===== config.mk =====
export PLATFORM = sky130hd
export DESIGN_NAME = booth_seq
export DESIGN_NICKNAME = d
export VERILOG_FILES = /design/src/rtl/booth_seq.sv
export SDC_FILE = /design/constraint.sdc
export NUM_CORES = 1
export LEC_CHECK = 0
export CORE_AREA = 4 4 41 43
export CTS_CLUSTER_SIZE = 25
export DETAILED_ROUTE_END_ITERATION = 8
export DIE_AREA = 0 0 45 47
export DONT_BUFFER_PORTS = 1
export GPL_ROUTABILITY_DRIVEN = 0
export PLACE_DENSITY = 0.49
export REMOVE_ABC_BUFFERS = 1
export SYNTH_ARGS = -nofsm -noshare
export SYNTH_HDL_FRONTEND = slang
export SYNTH_SLANG_ARGS = --single-unit

===== constraint.sdc =====
create_clock -name clk -period 1.55 [get_ports clk]
set_input_delay 0.31 -clock clk [delete_from_list [all_inputs] [get_ports clk]]
set_output_delay 0.31 -clock clk [all_outputs]
set_load 0.01 [all_outputs]

===== src/rtl/booth_seq.sv =====
// Control sequencer for a radix-2 Booth multiplier datapath.
// Walks LOAD -> (EVAL, SHIFT) x WIDTH -> DONE and decodes the datapath strobes.
module booth_seq #(
    parameter int WIDTH = 8,
    parameter int CNT_W = $clog2(WIDTH + 1)
) (
    input  logic             clk,
    input  logic             rst_n,
    input  logic             start,
    input  logic             c1,
    input  logic             c2,
    output logic             ld_m,
    output logic             ld_q,
    output logic             clr_a,
    output logic             alu_en,
    output logic             alu_sub,
    output logic             shift,
    output logic             busy,
    output logic             done,
    output logic [CNT_W-1:0] count
);

    typedef enum logic [2:0] {
        IDLE  = 3'd0,
        LOAD  = 3'd1,
        EVAL  = 3'd2,
        SHIFT = 3'd3,
        DONE  = 3'd4
    } state_t;

    state_t           state, state_nx;
    logic [CNT_W-1:0] count_nx;

    always_ff @(posedge clk or negedge rst_n) begin
        if (!rst_n) begin
            state <= IDLE;
            count <= '0;
        end else begin
            state <= state_nx;
            count <= count_nx;
        end
    end

    // Outputs decode from the registered state only, except the EVAL
    // add/sub strobes which follow the live {Q0,Q-1} pair.
    always_comb begin
        state_nx = IDLE;
        count_nx = count;
        ld_m     = 1'b0;
        ld_q     = 1'b0;
        clr_a    = 1'b0;
        alu_en   = 1'b0;
        alu_sub  = 1'b0;
        shift    = 1'b0;
        busy     = 1'b0;
        done     = 1'b0;
        case (state)
            IDLE: begin
                state_nx = start ? LOAD : IDLE;
            end
            LOAD: begin
                ld_m     = 1'b1;
                ld_q     = 1'b1;
                clr_a    = 1'b1;
                busy     = 1'b1;
                count_nx = CNT_W'(WIDTH);
                state_nx = EVAL;
            end
            EVAL: begin
                busy     = 1'b1;
                state_nx = SHIFT;
                case ({c1, c2})
                    2'b10: begin
                        alu_en  = 1'b1;
                        alu_sub = 1'b1;
                    end
                    2'b01: alu_en = 1'b1;
                    default: ;
                endcase
            end
            SHIFT: begin
                shift    = 1'b1;
                busy     = 1'b1;
                count_nx = count - CNT_W'(1);
                state_nx = (count == CNT_W'(1)) ? DONE : EVAL;
            end
            DONE: begin
                done     = 1'b1;
                count_nx = '0;
                state_nx = IDLE;
            end
            default: begin
                // Illegal encodings fall back to IDLE on the next edge.
                count_nx = '0;
                state_nx = IDLE;
            end
        endcase
    end

endmodule


==> summary.md, run 1 <==
| Metric | Value |
|---|---|
| Synth area leader | `dfrtp_1` |
| Clock Skews | `0.003206 ns` |
| HPWL Detailed | `659.5 um` |
| Post-Synth XOR/XNOR Area | `0` |
| Delay of the slowest cell on the worst path | `0.46 ns` |
| CTS tree | `done` |
| I/O pin count | `17` |
| Nets@finish | `56` |
| Iter 0 DRT Violations | `7` |
| Final hold slack | `0.1820 ns` |
| Status | `finished, final reports clean` |
| Total CTS buffers | `3` |
| Maximum VDD drop | `0.0009063 V` |
| Worst Reg-to-Reg Cells | `4` |
| Post-Route Setup TNS | `0 ns` |
| Seq/Total Area, Yosys | `0.4118` |
| Sequential power share | `0.425` |
| R2r setup slk | `0.32 ns` |
| Antenna diodes | `0` |
| Post-Synth Adder-Cell Area | `0.08824` |
| Yosys top cell area share | `0.4118` |
| Initial antenna violation count | `0` |
| Via density | `4.919` |
| Worst reg2reg path startpoint | `count[1]` |
| Total grt overflow | `0` |
| CP arrival | `1.16 ns` |
| Pwr dens | `2170 nW/um2` |
| Vias in the first global route | `292` |
| All-Layer GR Usage | `0.08519` |
| Initial Util | `0.3269` |
| TritonRoute pass-1 iters | `3` |
| Final ANT Viol Nets | `0` |
| Net Sw Frac | `0.4356` |
| Fin worst setup slack | `0.07682 ns` |
| Synth area leaders | `dfrtp_1 (41%), ha_1 (8.8%), buf_4 (5.3%)` |
| Die Span Y | `47 um` |
| Clk_lat worst skew | `0.25 ns` |
| Final Max Tran Viols | `0` |
| Worst-margin pin slew | `0.3333 ns` |
| Crit path kind | `reg2out` |
| CP Launch Type | `flip-flop` |
| Placed Cells | `57` |
| Hold Crit Class | `in2reg` |
| Worst-path cell chain | `nand2b_1 > nor3_2` |
| F_max | `0.6788 GHz` |
| Worst relative slew slack | `0.7771` |
| Final hold vios | `0` |
| Final cycle utilization of the critical path | `0.9504` |
| Root buffer cell | `clkbuf_4` |
| Area Overhead vs Synth | `10.59%` |
| CTS clk-pin slew, worst paths | `0.05 ns` |
| Die width | `45 um` |
| PortBufs | `0` |
| Crit. End Element | `output port` |
| Cells after Synth | `45` |
| Vias | `305` |
| Main combinational cell family by area after synthesis | `simple AND/OR/NAND/NOR gates` |
| Final core occ | `0.3615` |
| RR Endpoint | `state[1]` |
| DRC Markers | `0` |
| Largest net degree at the start of global routing | `11` |
| Compound-Gate Fraction of Synth Area | `0.08235` |
| P_leak | `0.0002190 uW` |
| RSZ-0062 raised after global routing | `no` |
| Final Critical Period | `1.473 ns` |
| Pint | `576.1 uW` |
| CP top delay family | `flip-flops` |
| Setup WS pre-CTS | `0.2249 ns` |
| Total core area | `1301 um2` |
| Clock Sinks | `7` |
| Max_cap viols | `0` |
| Synth Cell Area | `425.4 um2` |
| Switching power | `444.6 uW` |
| Worst Hold End | `state[0]` |
| Comb power frac | `0.417` |
| First-pass GRT wire length | `1.262 mm` |
| DIE AREA | `2115 um2` |
| Postcts setup bufs | `0` |
| H-tree Lvls | `1` |
| CTS max path bufs | `2` |
| Clock share of power | `0.158` |
| Fill count | `145` |
| Hold Path Depth | `1` |
| Worst path bufs/invs | `0` |
| Final Non-Filler Cells | `62` |
| Yosys warning count | `0` |
| Setup violators final | `0` |
| WL final | `843 um` |
| Seq cells post-synth | `7` |
| Cell row count | `13` |
| Share of layout cells above drive strength 1 | `0.2340` |
| Hold Path Origin | `start` |
| Mux cell area share after synthesis | `0.07353` |
| WL/cell | `13.60 um` |
| Crit path max fanout | `9` |
| Data required, critical path | `1.24 ns` |
| CP max-delay cell | `dfrtp_2` |
| Synthesized area per cell | `9.454 um2` |
| Netlist cell types | `22` |
| Synth Area in Simple Gates | `0.2441` |
[worst reg2reg max path, delay by kind of cell, from the launching register on]
| kind | cells | cell delay [ns] |
|---|---|---|
| buf+inv | 1 | 0.11 |
| compound gates | 1 | 0.27 |
| fa+ha+maj | 1 | 0.19 |
| simple gates | 1 | 0.14 |
| flops | 1 | 0.43 |
[registers in the layout, summed over array words and instances, names as in the netlist]
register  count
count         4
state         3
[what timing repair did]
| action | in CTS | in global routing |
|---|---|---|
| pin swaps | 0 | 0 |
| endpoints found under the hold margin | 7 | 0 |
| hold buffers | 1 | 0 |
| gates resized for setup | 1 | 3 |
| endpoints found under the setup margin | 1 | 6 |
[cells in the mapped netlist]
cell type,number
nor3_2,1
and2b_4,1
mux2_2,1
buf_4,3
nand2_1,3
nor2_1,6
and3b_1,1
and3_1,1
ha_1,3
inv_1,4
o22ai_1,1
and2_1,1
dfrtp_1,7
a211oi_1,1
o21a_1,1
nor2b_1,2
a311oi_1,1
nand2b_1,1
o21ai_1,1
buf_2,1
nor3_1,2
mux2i_1,2
[kinds of logic (layout without fill, tap and decap cells)]
| family | Yosys count | in the layout |
|---|---|---|
| and+or+nand+nor | 19 | 19 |
| buffers and inverters | 8 | 10 |
| DFF | 7 | 7 |
| AOI/OAI and AO/OA | 5 | 5 |
| adders and majority gates | 3 | 3 |
| muxes | 3 | 3 |
[power by group through the flow]
| stage | clock network (uW) | logic (uW) | registers (uW) |
|---|---|---|---|
| 2_1_floorplan | 0 | 350 | 388 |
| 3_3_place_gp | 0 | 409 | 424 |
| 3_5_place_dp | 0 | 420 | 426 |
| 4_1_cts | 170 | 433 | 425 |
| 5_1_grt | 176 | 486 | 452 |
| 6_report | 161 | 426 | 433 |
[cells in the final DEF (no fill, tap or decap), drive strengths merged]
cell type / netlist / layout
o21ai: 1 / 1
and3: 1 / 1
mux2i: 2 / 2
nand2: 3 / 3
mux2: 1 / 1
o22ai: 1 / 1
nor3: 3 / 3
nand2b: 1 / 1
and2: 1 / 1
a311oi: 1 / 1
clkbuf: 0 / 4
dfrtp: 7 / 7
ha: 3 / 3
nor2: 6 / 6
and2b: 1 / 1
nor2b: 2 / 2
o21a: 1 / 1
inv: 4 / 4
and3b: 1 / 1
dlygate4sd3: 0 / 1
buf: 4 / 1
a211oi: 1 / 1
[worst max path at each step]
stage               startpoint      end  slack (ns)  depth (start not counted)
global placement      state[2]   alu_en        0.26                          2
detailed placement    state[2]   alu_en        0.22                          2
floorplan             state[0]    clr_a        0.06                          2
CTS                   state[0]  alu_sub        0.05                          2
global route          state[0]     ld_q        0.02                          3
finish                state[2]   alu_en        0.08                          2
[metrics by stage]
step,instance area [um2],total power [uW]
4_1_cts,465.4,1027
3_3_place_gp,424.2,833.0
2_1_floorplan,397.9,737.4
3_5_place_dp,424.2,846.3
5_1_grt,470.5,1114
6_report,470.5,1021
[layout make-up]
cell class / count / area [um2] / area share
timing repair buffer: 2 / 17.52 / 0.03723
sequential: 7 / 177.7 / 0.3777
multi-input combinational: 30 / 215.2 / 0.4574
clock buffer: 4 / 26.28 / 0.05585
inverter: 4 / 15.01 / 0.03191
tap: 15 / 18.77 / 0.03989
[layer usage]
| layer | GRT usage | up-vias | share of wire |
|---|---|---|---|
| li1 | - | 153 | - |
| met1 | 0.09302 | 144 | 0.44 |
| met2 | 0.1412 | 8 | 0.50 |
| met3 | 0.06513 | 0 | 0.057 |
| met4 | 0 | 0 | 0 |
| met5 | 0 | - | 0 |
Note: power is estimated with default switching activity, not from simulation.
==> run 2, diff against run 1 <==
CORE_AREA = 2 2 39 41   (was 4 4 41 43)
DIE_AREA = 0 0 41 43   (was 0 0 45 47)
==> summary.md, run 2 (synthesized netlist as in run 1, its figures left out) <==
| Metric | Value |
|---|---|
| Final Max Tran Viols | `0` |
| Pwr dens | `2180 nW/um2` |
| Final hold vios | `0` |
| Initial antenna violation count | `0` |
| CP Launch Type | `flip-flop` |
| Die width | `41 um` |
| Delay of the slowest cell on the worst path | `0.46 ns` |
| Largest register FFs | `4` |
| Cell row count | `14` |
| Vias in the first global route | `295` |
| F_max | `0.6704 GHz` |
| WL final | `840 um` |
| Pwr Total | `1042 uW` |
| DRC Markers | `0` |
| Status | `finished, final reports clean` |
| Worst relative slew slack | `0.7742` |
| Setup violators final | `0` |
| Post-Route Setup TNS | `0 ns` |
| Fin worst setup slack | `0.05846 ns` |
| Antenna diodes | `0` |
| Crit path kind | `reg2out` |
| H-tree Lvls | `1` |
| Largest net degree at the start of global routing | `11` |
| CTS tree | `done` |
| TritonRoute pass-1 iters | `2` |
| Crit. End Element | `output port` |
| Root buffer cell | `clkbuf_4` |
| Commonest cells after routing, fill and taps aside | `nor2_1 (6), dfrtp_1 (5), inv_1 (4)` |
| Setup WS pre-CTS | `0.2522 ns` |
| CTS max path bufs | `2` |
| Maximum VDD drop | `0.0007499 V` |
| Worst-path cell chain | `nand2b_2 > nor3_4` |
| Data required, critical path | `1.24 ns` |
| Total grt overflow | `0` |
| Die Span Y | `43 um` |
| All-Layer GR Usage | `0.1226` |
| Area of placed instances | `425.4 um2` |
| Design area | `478.0 um2` |
| Iter 0 DRT Violations | `8` |
| Hold Crit Class | `in2reg` |
| Total CTS buffers | `3` |
| Final cycle utilization of the critical path | `0.9623` |
| HPWL Detailed | `591.2 um` |
| Max_cap viols | `0` |
| Final Critical Period | `1.492 ns` |
| Final Non-Filler Cells | `63` |
| Clock Sinks | `7` |
| Clk_lat worst skew | `0.25 ns` |
| Reg with most FFs | `count` |
| P_leak | `0.0002199 uW` |
| Area Overhead vs Synth | `12.35%` |
| Share of layout cells above drive strength 1 | `0.2340` |
| Crit path max fanout | `9` |
| CP arrival | `1.18 ns` |
| Total core area | `1384 um2` |
| Nets@finish | `56` |
| WL/cell | `13.33 um` |
| Worst-margin pin slew | `0.3376 ns` |
| Initial Util | `0.3074` |
| Commonest non-fill, non-tap cell in the layout | `nor2_1` |
| Vias | `309` |
| Placed Cells | `58` |
| I/O pin count | `17` |
| Leading registers by flop count | `count (4), state (3)` |
| PortBufs | `0` |
| DIE AREA | `1763 um2` |
| Final ANT Viol Nets | `0` |
| RSZ-0062 raised after global routing | `no` |
| CTS clk-pin slew, worst paths | `0.06 ns` |
| Clock Skews | `0.005050 ns` |
| Via density | `4.905` |
| First-pass GRT wire length | `1.393 mm` |
| CP max-delay cell | `dfrtp_2` |
run 2: cell count changes in the layout (fill, tap and decap cells not counted):
cell / delta
nor2_1: +1
nand2b_2: +1
nand2b_1: -1
nor3_4: +1
nor3_2: -1
nor2_2: -1
run 2: through the flow:
stage,util,hold slack [ns]
after floorplan,-,0.01441
after global placement,0.3074,0.01461
after detailed placement,0.3074,0.01470
after CTS,0.3373,0.1640
after global routing,0.3454,0.1577
final,0.3454,0.1689
run 2: critical path: cells and delay by family (launching register included):
kind / cells / cell delay, ns
flops: 1 / 0.46
simple gates: 2 / 0.46
run 2: what timing repair did:
action / CTS / global route
cloned: 0 / 0
hold buffers: 1 / 0
hold endpoints to repair: 7 / 0
endpoints found under the setup margin: 1 / 6
pin swaps: 0 / 1
buffers inserted: 0 / 0
resized for setup: 1 / 4
run 2: area by class of cell:
class | count | area (um2)
fill | 140 | 905.9
multi-input combinational | 30 | 221.5
sequential | 7 | 177.7
clock buffer | 4 | 26.28
tap | 16 | 20.02
timing repair buffer | 2 | 17.52
inverter | 4 | 15.01
run 2: layer usage:
| layer | track usage | vias up | wire, um |
|---|---|---|---|
| met5 | 0 | - | 0 |
| met4 | 0.1000 | 0 | 0 |
| met3 | 0.03141 | 0 | 33 |
| met2 | 0.1406 | 4 | 416 |
| met1 | 0.1821 | 152 | 390 |
| li1 | - | 153 | - |
run 2: path summary, 6_finish.rpt:
kind	startpoint	endpoint	slack (ns)	cells past startpoint
min reg2reg	state[2]	count[0]	0.55	1
max reg2reg	count[1]	state[1]	0.36	4
max in group asynchronous	rst_n	state[0]	0.89	1
max	state[2]	alu_en	0.06	2
min	start	state[0]	0.17	1
min in group asynchronous	rst_n	state[1]	0.39	1
run 2: power breakdown:
part / switching (uW) / internal [uW]
logic: 218 / 216
registers: 166 / 268
clock network: 74.5 / 98.7
==> run 3, diff against run 2 <==
CAP_MARGIN = 20   (was default)
==> results of run 3 <==
Same layout as run 2: the final DEF is identical, and so are final timing and power.
